--- src/rtl/cpu_pkg.sv ---
// Shared fetch-unit types and constants: fetch FSM encoding, PCSrc codes, default vectors.
// The branch-offset helper keeps the sign-extend-and-scale rule in one place.
package cpu_pkg;

    typedef enum logic [1:0] {
        FS_IDLE  = 2'd0,
        FS_FETCH = 2'd1,
        FS_ISSUE = 2'd2
    } fetch_state_e;

    localparam logic [1:0] PCSRC_SEQ = 2'b00;
    localparam logic [1:0] PCSRC_J   = 2'b01;
    localparam logic [1:0] PCSRC_JR  = 2'b10;

    localparam logic [31:0] RESET_PC_DEF   = 32'h0000_0000;
    localparam logic [31:0] EXC_VECTOR_DEF = 32'h0000_0080;

    function automatic logic [31:0] branch_offset(input logic [15:0] imm);
        return {{14{imm[15]}}, imm, 2'b00};
    endfunction

endpackage

--- src/rtl/instr_fetch_if.sv ---
// Instruction-memory request/ack bus. The fetch unit is master; the memory is slave.
// req/addr are held stable by the master until ack; rdata is valid only with ack.
interface instr_fetch_if;
    logic        req;
    logic [31:0] addr;
    logic        ack;
    logic [31:0] rdata;

    modport master (output req, output addr, input ack, input rdata);
    modport slave  (input req, input addr, output ack, output rdata);
endinterface

--- src/rtl/instr_fetch_next_pc_calc.sv ---
// Combinational next-PC selection from decoder PCSrc/Branch, ALU Zero and rs data.
// No state and no handshake; the result is sampled by the fetch FSM on the exec_done edge.
module next_pc_calc
    import cpu_pkg::*;
(
    input  logic [31:0] PC_plus4,
    input  logic [31:0] Instruction,
    input  logic [1:0]  PCSrc,
    input  logic        Branch,
    input  logic        Zero,
    input  logic [31:0] RsData,
    output logic [31:0] next_pc,
    output logic        misaligned
);

    logic unused_opcode;
    assign unused_opcode = ^Instruction[31:26];

    // Branch only matters on the sequential path; jumps ignore it.
    always_comb begin
        next_pc = PC_plus4;
        case (PCSrc)
            PCSRC_SEQ: begin
                if (Branch && Zero) begin
                    next_pc = PC_plus4 + branch_offset(Instruction[15:0]);
                end
            end
            PCSRC_J:  next_pc = {PC_plus4[31:28], Instruction[25:0], 2'b00};
            PCSRC_JR: next_pc = RsData;
            default:  next_pc = PC_plus4;
        endcase
    end

    assign misaligned = |next_pc[1:0];

endmodule

--- src/rtl/instr_fetch.sv ---
// Fetch/PC sequencer: IDLE -> FETCH (req until ack) -> ISSUE (hold until exec_done) -> FETCH.
// Min 2 cycles/instr; IFETCH_ALIGN_CHECK_EN redirects misaligned targets to EXC_VECTOR.
module instr_fetch
    import cpu_pkg::*;
#(
    parameter logic [31:0] RESET_PC   = RESET_PC_DEF,
    parameter logic [31:0] EXC_VECTOR = EXC_VECTOR_DEF
) (
    input  logic                 clk,
    input  logic                 reset_n,
    instr_fetch_if.master        imem,
    output logic                 instr_valid,
    output logic [31:0]          Instruction,
    output logic [5:0]           OpCode,
    output logic [5:0]           Funct,
    output logic [31:0]          PC,
    output logic [31:0]          PC_plus4,
    input  logic                 exec_done,
    input  logic [1:0]           PCSrc,
    input  logic                 Branch,
    input  logic                 Zero,
    input  logic [31:0]          RsData,
    output logic [31:0]          retired,
    output logic                 exc
);

    localparam logic [1:0] ST_IDLE  = FS_IDLE;
    localparam logic [1:0] ST_FETCH = FS_FETCH;
    localparam logic [1:0] ST_ISSUE = FS_ISSUE;

    logic [1:0]  state;
    logic [31:0] next_pc;
    logic [31:0] pc_load;
    logic        pc_misaligned;
    logic        exec_fire;

    next_pc_calc u_next_pc (
        .PC_plus4    (PC_plus4),
        .Instruction (Instruction),
        .PCSrc       (PCSrc),
        .Branch      (Branch),
        .Zero        (Zero),
        .RsData      (RsData),
        .next_pc     (next_pc),
        .misaligned  (pc_misaligned)
    );

    assign exec_fire = (state == ST_ISSUE) && exec_done;

`ifdef IFETCH_ALIGN_CHECK_EN
    assign pc_load = pc_misaligned ? EXC_VECTOR : next_pc;

    always_ff @(posedge clk or negedge reset_n) begin
        if (!reset_n) begin
            exc <= 1'b0;
        end else begin
            exc <= exec_fire && pc_misaligned;
        end
    end
`else
    // Misaligned targets are fetched as-is; the vector has no use in this build.
    logic unused_align;
    assign unused_align = pc_misaligned ^ (|EXC_VECTOR);
    assign pc_load      = next_pc;
    assign exc          = 1'b0;
`endif

    always_ff @(posedge clk or negedge reset_n) begin
        if (!reset_n) begin
            state       <= ST_IDLE;
            PC          <= RESET_PC;
            Instruction <= 32'h0;
            retired     <= 32'h0;
        end else begin
            case (state)
                ST_IDLE: state <= ST_FETCH;
                ST_FETCH: begin
                    if (imem.ack) begin
                        Instruction <= imem.rdata;
                        state       <= ST_ISSUE;
                    end
                end
                ST_ISSUE: begin
                    if (exec_done) begin
                        PC      <= pc_load;
                        retired <= retired + 32'd1;
                        state   <= ST_FETCH;
                    end
                end
                default: state <= ST_IDLE;
            endcase
        end
    end

    // Everything below depends only on registers, so no input reaches an output combinationally.
    assign imem.req    = (state == ST_FETCH);
    assign imem.addr   = PC;
    assign instr_valid = (state == ST_ISSUE);
    assign OpCode      = Instruction[31:26];
    assign Funct       = Instruction[5:0];
    assign PC_plus4    = PC + 32'd4;

endmodule

--- src/flat_wrapper.sv ---
// flat-port wrapper written by rule: the top's interface ports become plain ports
module instr_fetch_flat import cpu_pkg::*;
#(
    parameter logic [31:0] RESET_PC   = RESET_PC_DEF,
    parameter logic [31:0] EXC_VECTOR = EXC_VECTOR_DEF
)
  (clk, reset_n, instr_valid, Instruction, OpCode, Funct, PC, PC_plus4, exec_done, PCSrc, Branch, Zero, RsData, retired, exc, imem_req, imem_addr, imem_ack, imem_rdata);
  instr_fetch_if imem_i ();
  input  logic clk;
  input  logic reset_n;
  output logic instr_valid;
  output logic [31:0] Instruction;
  output logic [5:0] OpCode;
  output logic [5:0] Funct;
  output logic [31:0] PC;
  output logic [31:0] PC_plus4;
  input  logic exec_done;
  input  logic [1:0] PCSrc;
  input  logic Branch;
  input  logic Zero;
  input  logic [31:0] RsData;
  output logic [31:0] retired;
  output logic exc;
  output wire logic [$bits(imem_i.req)-1:0] imem_req;
  output wire logic [$bits(imem_i.addr)-1:0] imem_addr;
  input wire logic [$bits(imem_i.ack)-1:0] imem_ack;
  input wire logic [$bits(imem_i.rdata)-1:0] imem_rdata;
  assign imem_req = imem_i.req;
  assign imem_addr = imem_i.addr;
  assign imem_i.ack = imem_ack;
  assign imem_i.rdata = imem_rdata;
  instr_fetch #(.RESET_PC(RESET_PC), .EXC_VECTOR(EXC_VECTOR)) u_core (.clk(clk), .reset_n(reset_n), .imem(imem_i), .instr_valid(instr_valid), .Instruction(Instruction), .OpCode(OpCode), .Funct(Funct), .PC(PC), .PC_plus4(PC_plus4), .exec_done(exec_done), .PCSrc(PCSrc), .Branch(Branch), .Zero(Zero), .RsData(RsData), .retired(retired), .exc(exc));
endmodule
--- config.mk ---
export PLATFORM = sky130hd
export DESIGN_NAME = instr_fetch_flat
export DESIGN_NICKNAME = d
export VERILOG_FILES = /design/src/rtl/cpu_pkg.sv /design/src/rtl/instr_fetch_if.sv /design/src/rtl/instr_fetch_next_pc_calc.sv /design/src/rtl/instr_fetch.sv /design/src/flat_wrapper.sv
export SDC_FILE = /design/constraint.sdc
export NUM_CORES = 1
export LEC_CHECK = 0
export ABC_CLOCK_PERIOD_IN_PS = 4300
export CAP_MARGIN = 20
export CORE_AREA = 2 2 128 130
export DETAILED_ROUTE_END_ITERATION = 16
export DIE_AREA = 0 0 130 132
export GPL_TIMING_DRIVEN = 0
export PLACE_DENSITY = 0.81
export SYNTH_ARGS = -nofsm -noshare
export SYNTH_HDL_FRONTEND = slang
export SYNTH_SLANG_ARGS = --single-unit
--- constraint.sdc ---
create_clock -name clk -period 4.3 [get_ports clk]
set_input_delay 0.43 -clock clk [delete_from_list [all_inputs] [get_ports clk]]
set_output_delay 0.43 -clock clk [all_outputs]
set_load 0.005 [all_outputs]
==> summary.md <==
| Metric | Value |
|---|---|
| GP Congestion | between 0.9 and 1 |
| Largest family of logic cells by synthesized area | simple AND/OR/NAND/NOR gates |
| CTS H-Tree Depth | 3 |
| Final worst-path cycle share | 93.8% |
| EDFF count, synth | 0 |
| DRT iter0 DRCs | between 700 and 800 |
| Adder-Cell Fraction of Synth Area | 7.52% |
| Worst slack, placed | -72.6 ps |
| Fill count | around 1300 |
| Average wire per standard cell | approximately 20 um |
| CP startpoint kind | flip-flop |
| Met3 Use GR | under 10% |
| Cells after synthesis | 808 |
| Outcome | complete, no violations |
| Crit path kind | reg -> reg |
| CP max-delay cell | dfrtp_1 |
| Worst-Margin Slew | around 940 ps |
| Placed cell area | between 9000 and 10000 um2 |
| P per Cell Area | ~750 nW/um2 |
| Minimum clock period after layout | 4030 ps |
| Most common cell on crit path | and4_1 |
| Top area cells in the synthesized netlist | dfrtp_1 34%, ha_1 7.2%, xnor2_1 6.3% |
| CP Data Required Time | 4560 ps |
| DR vias/cell | 5.77 |
| Hold crit path type | in -> async |
| P_leak | approximately 0.0044 uW |
| Register-to-Register Path Depth | 15 |
| Nets | roughly 1200 |
| Dpl hpwl | 19300 um |
| Yosys reg bits | 98 |
| Most common cell after layout, fill and taps aside | clkdlybuf4s50_1 |
| Largest delay contributor family on the critical path | simple AND/OR/NAND/NOR gates |
| RSZ-0062 raised after global routing | false |
| Die Ht | 132 um |
| Die W | ~130 um |
| Synth Area in Compound Gates | between 10% and 20% |
| GR Util All Layers | ~29% |
| CP Max Fanout | 10 |
| Critical path, cell by cell | and4_1 > and4_1 > buf_6 > nand3_2 > xnor2_1 > ha_1 > clkbuf_1 > nand4_1 > nor2_1 > a32o_1 > nand3_1 > o21ai_0 > a21o_1 > mux2i_1 > a221o_1 |
| Clk buf depth | 2 |
| Setup crit end kind | flip-flop |
| Hold Buf Count CTS | 0 |
| CTS buffer count | 9 |
| R2r setup slk | roughly 270 ps |
| TritonCTS clock tree | built |
| Worst-path clk slew | ~90 ps |
| Register area share after synthesis | about 34% |
| Most frequent cells in the layout | 244 x clkdlybuf4s50_1, 98 x dfrtp_1, 77 x nand2_1 |
| Row cnt | 46 |
| Synth warn | 0 |
| Finished Cell Area | around 10000 um2 |
| Post-synth top area share | around a third |
| Core Region | 15700 um2 |
| First drt pass iteration count | 8 |
| Simple-Gate Fraction of Synth Area | between 10% and 20% |
| Ports | about 250 |
| Dominant synthesized flop cell | dfrtp_1 |
| Synth Area in XOR/XNOR | about a tenth |
| Initial core utilization | between 40% and 50% |
| Max incr delay on CP | about 550 ps |
| Final WS setup | about 270 ps |
| Initial antenna violation count | 1 |
| Worst-Skew Late Latency | 370 ps |
| Global routing met1 resource utilization | 38.5% |
| Max Slew Vio Count | 0 |
| GR Overflow Total | 0 |
| Synthesized area per cell | around 9.0 um2 |
| Clk_skew | roughly 12 ps |
| GR met2 Demand/Resource | a little under half |
| Final setup vio count | 0 |
| Number of distinct library cells after synthesis | between 60 and 70 |
| Total Wirelength | about 26000 um |
| Largest net degree at the start of global routing | 54 |
| Highest clock rate | around 0.25 GHz |
| Max-Cap Viols | 0 |
| Hold Violations, Final | 0 |
| Cell Area, Synth | slightly above 7000 um2 |
| Vias in the first global route | 7190 |
| CP bufs+invs | 2 |
| Layout cell share with drive strength beyond 1 | a little under an eighth |
| Post-route DRC | 0 |
| CP Depth | 15 |
| ANT nets after route | 0 |
| CTS sink cnt | slightly below 100 |
| Syn nets | roughly 920 |
| Die ar. | between 15000 and 20000 um2 |
| Yosys top cell by area | dfrtp_1 |
| Root Buffer | clkbuf_16 |
| Peak VDD IR | around 0.48 mV |
| WP data arrival | about 4300 ps |
| Asr flop ratio synth | 100% |
| Mux cell area share after synthesis | 5.52% |
| Area Growth Syn to Fin | 43.6% |
| Port Buf Inserts | between 200 and 250 |
| DR vias | about 7400 |
| Slew margin rel. | between 30% and 40% |
| GR peak layer | met2 |
| First-pass GRT wire length | approximately 40000 um |
## cell usage after synthesis (all sizes together), types with 2 or more instances
cell    count
a211oi      4
a21o       10
a21oi      43
a221o       7
a221oi     10
a222oi      7
a22o        6
a22oi       8
a31oi      14
and2        6
and3       13
and4        3
buf        52
clkbuf     29
dfrtp      98
ha         42
inv        19
mux2       32
mux2i       4
nand2      77
nand2b      8
nand3      45
nand3b      6
nand4      15
nor2       58
nor2b       5
nor3       10
nor3b       4
nor4        2
o211ai      4
o21a        6
o21ai      39
o21bai      6
o221ai      5
o22ai       6
o31ai       3
o32a        2
or3         5
or4         3
xnor2      52
xor2       25
## timing repair
item                                    CTS  global route
gates cloned                              0             0
pin swaps                                 1             1
buffers inserted                          2             2
endpoints found under the setup margin    4             4
resized for setup                         1             8
## layout make-up
type                            instances  area [um2]  area share, %
Inverter                               19        71.3          0.685
Multi-Input combinational cell        610        4290           41.2
Clock buffer                            9         225           2.16
Clock inverter                          7        76.3          0.733
Tap cell                              216         270           2.60
Timing Repair Buffer                  250        2530           24.3
Buffer                                 81         492           4.72
Antenna cell                            1        2.50         0.0240
Sequential cell                        98        2450           23.6
## report_power, final
group	switching, uW	internal (uW)
Sequential	544	1240
Combinational	2390	2780
Clock	434	413
Total	3370	4440
## sequential cells by signal, summed over array words and instances, names as in the netlist
register	flops
u_core.PC	32
u_core.retired	32
u_core.Instruction	32
u_core.state	2
## kinds of logic (layout without fill, tap and decap cells)
group | Yosys count | after routing
AO/OA/AOI/OAI | 190 | 190
other | 1 | 2
buffers and inverters | 100 | 366
multiplexers | 36 | 36
adder cells (fa/ha/maj) | 43 | 43
XOR/XNOR | 77 | 77
flip-flops | 98 | 98
AND/OR/NAND/NOR | 263 | 263
## metal layers
layer | part of all wire [%] | wire, um
met1 | 40 | 10300
met2 | 47 | 12100
met3 | 8.9 | 2280
met4 | 3.8 | 979
met5 | 0 | 0
## worst paths after layout
check / start / end
max: u_core.PC[11] / u_core.PC[31]
min: reset_n / u_core.retired[25]
max reg2reg: u_core.PC[11] / u_core.PC[31]
min reg2reg: u_core.retired[31] / u_core.retired[31]
max in group asynchronous: reset_n / u_core.PC[12]
min in group clk: u_core.retired[31] / u_core.retired[31]
## metrics by stage
stage	TNS (ps)	cells	utilization [%]	hold slack, ps	power, uW
2_1_floorplan	0	808	-	134	4600
5_1_grt	0	1291	66.3	133	8330
3_5_place_dp	-180	1270	63.6	476	6780
4_1_cts	0	1288	65.8	108	7650
3_3_place_gp	-105090	1269	63.5	468	6690
6_report	0	1291	66.3	87.5	7800
Note: power is estimated with default switching activity, not from simulation.
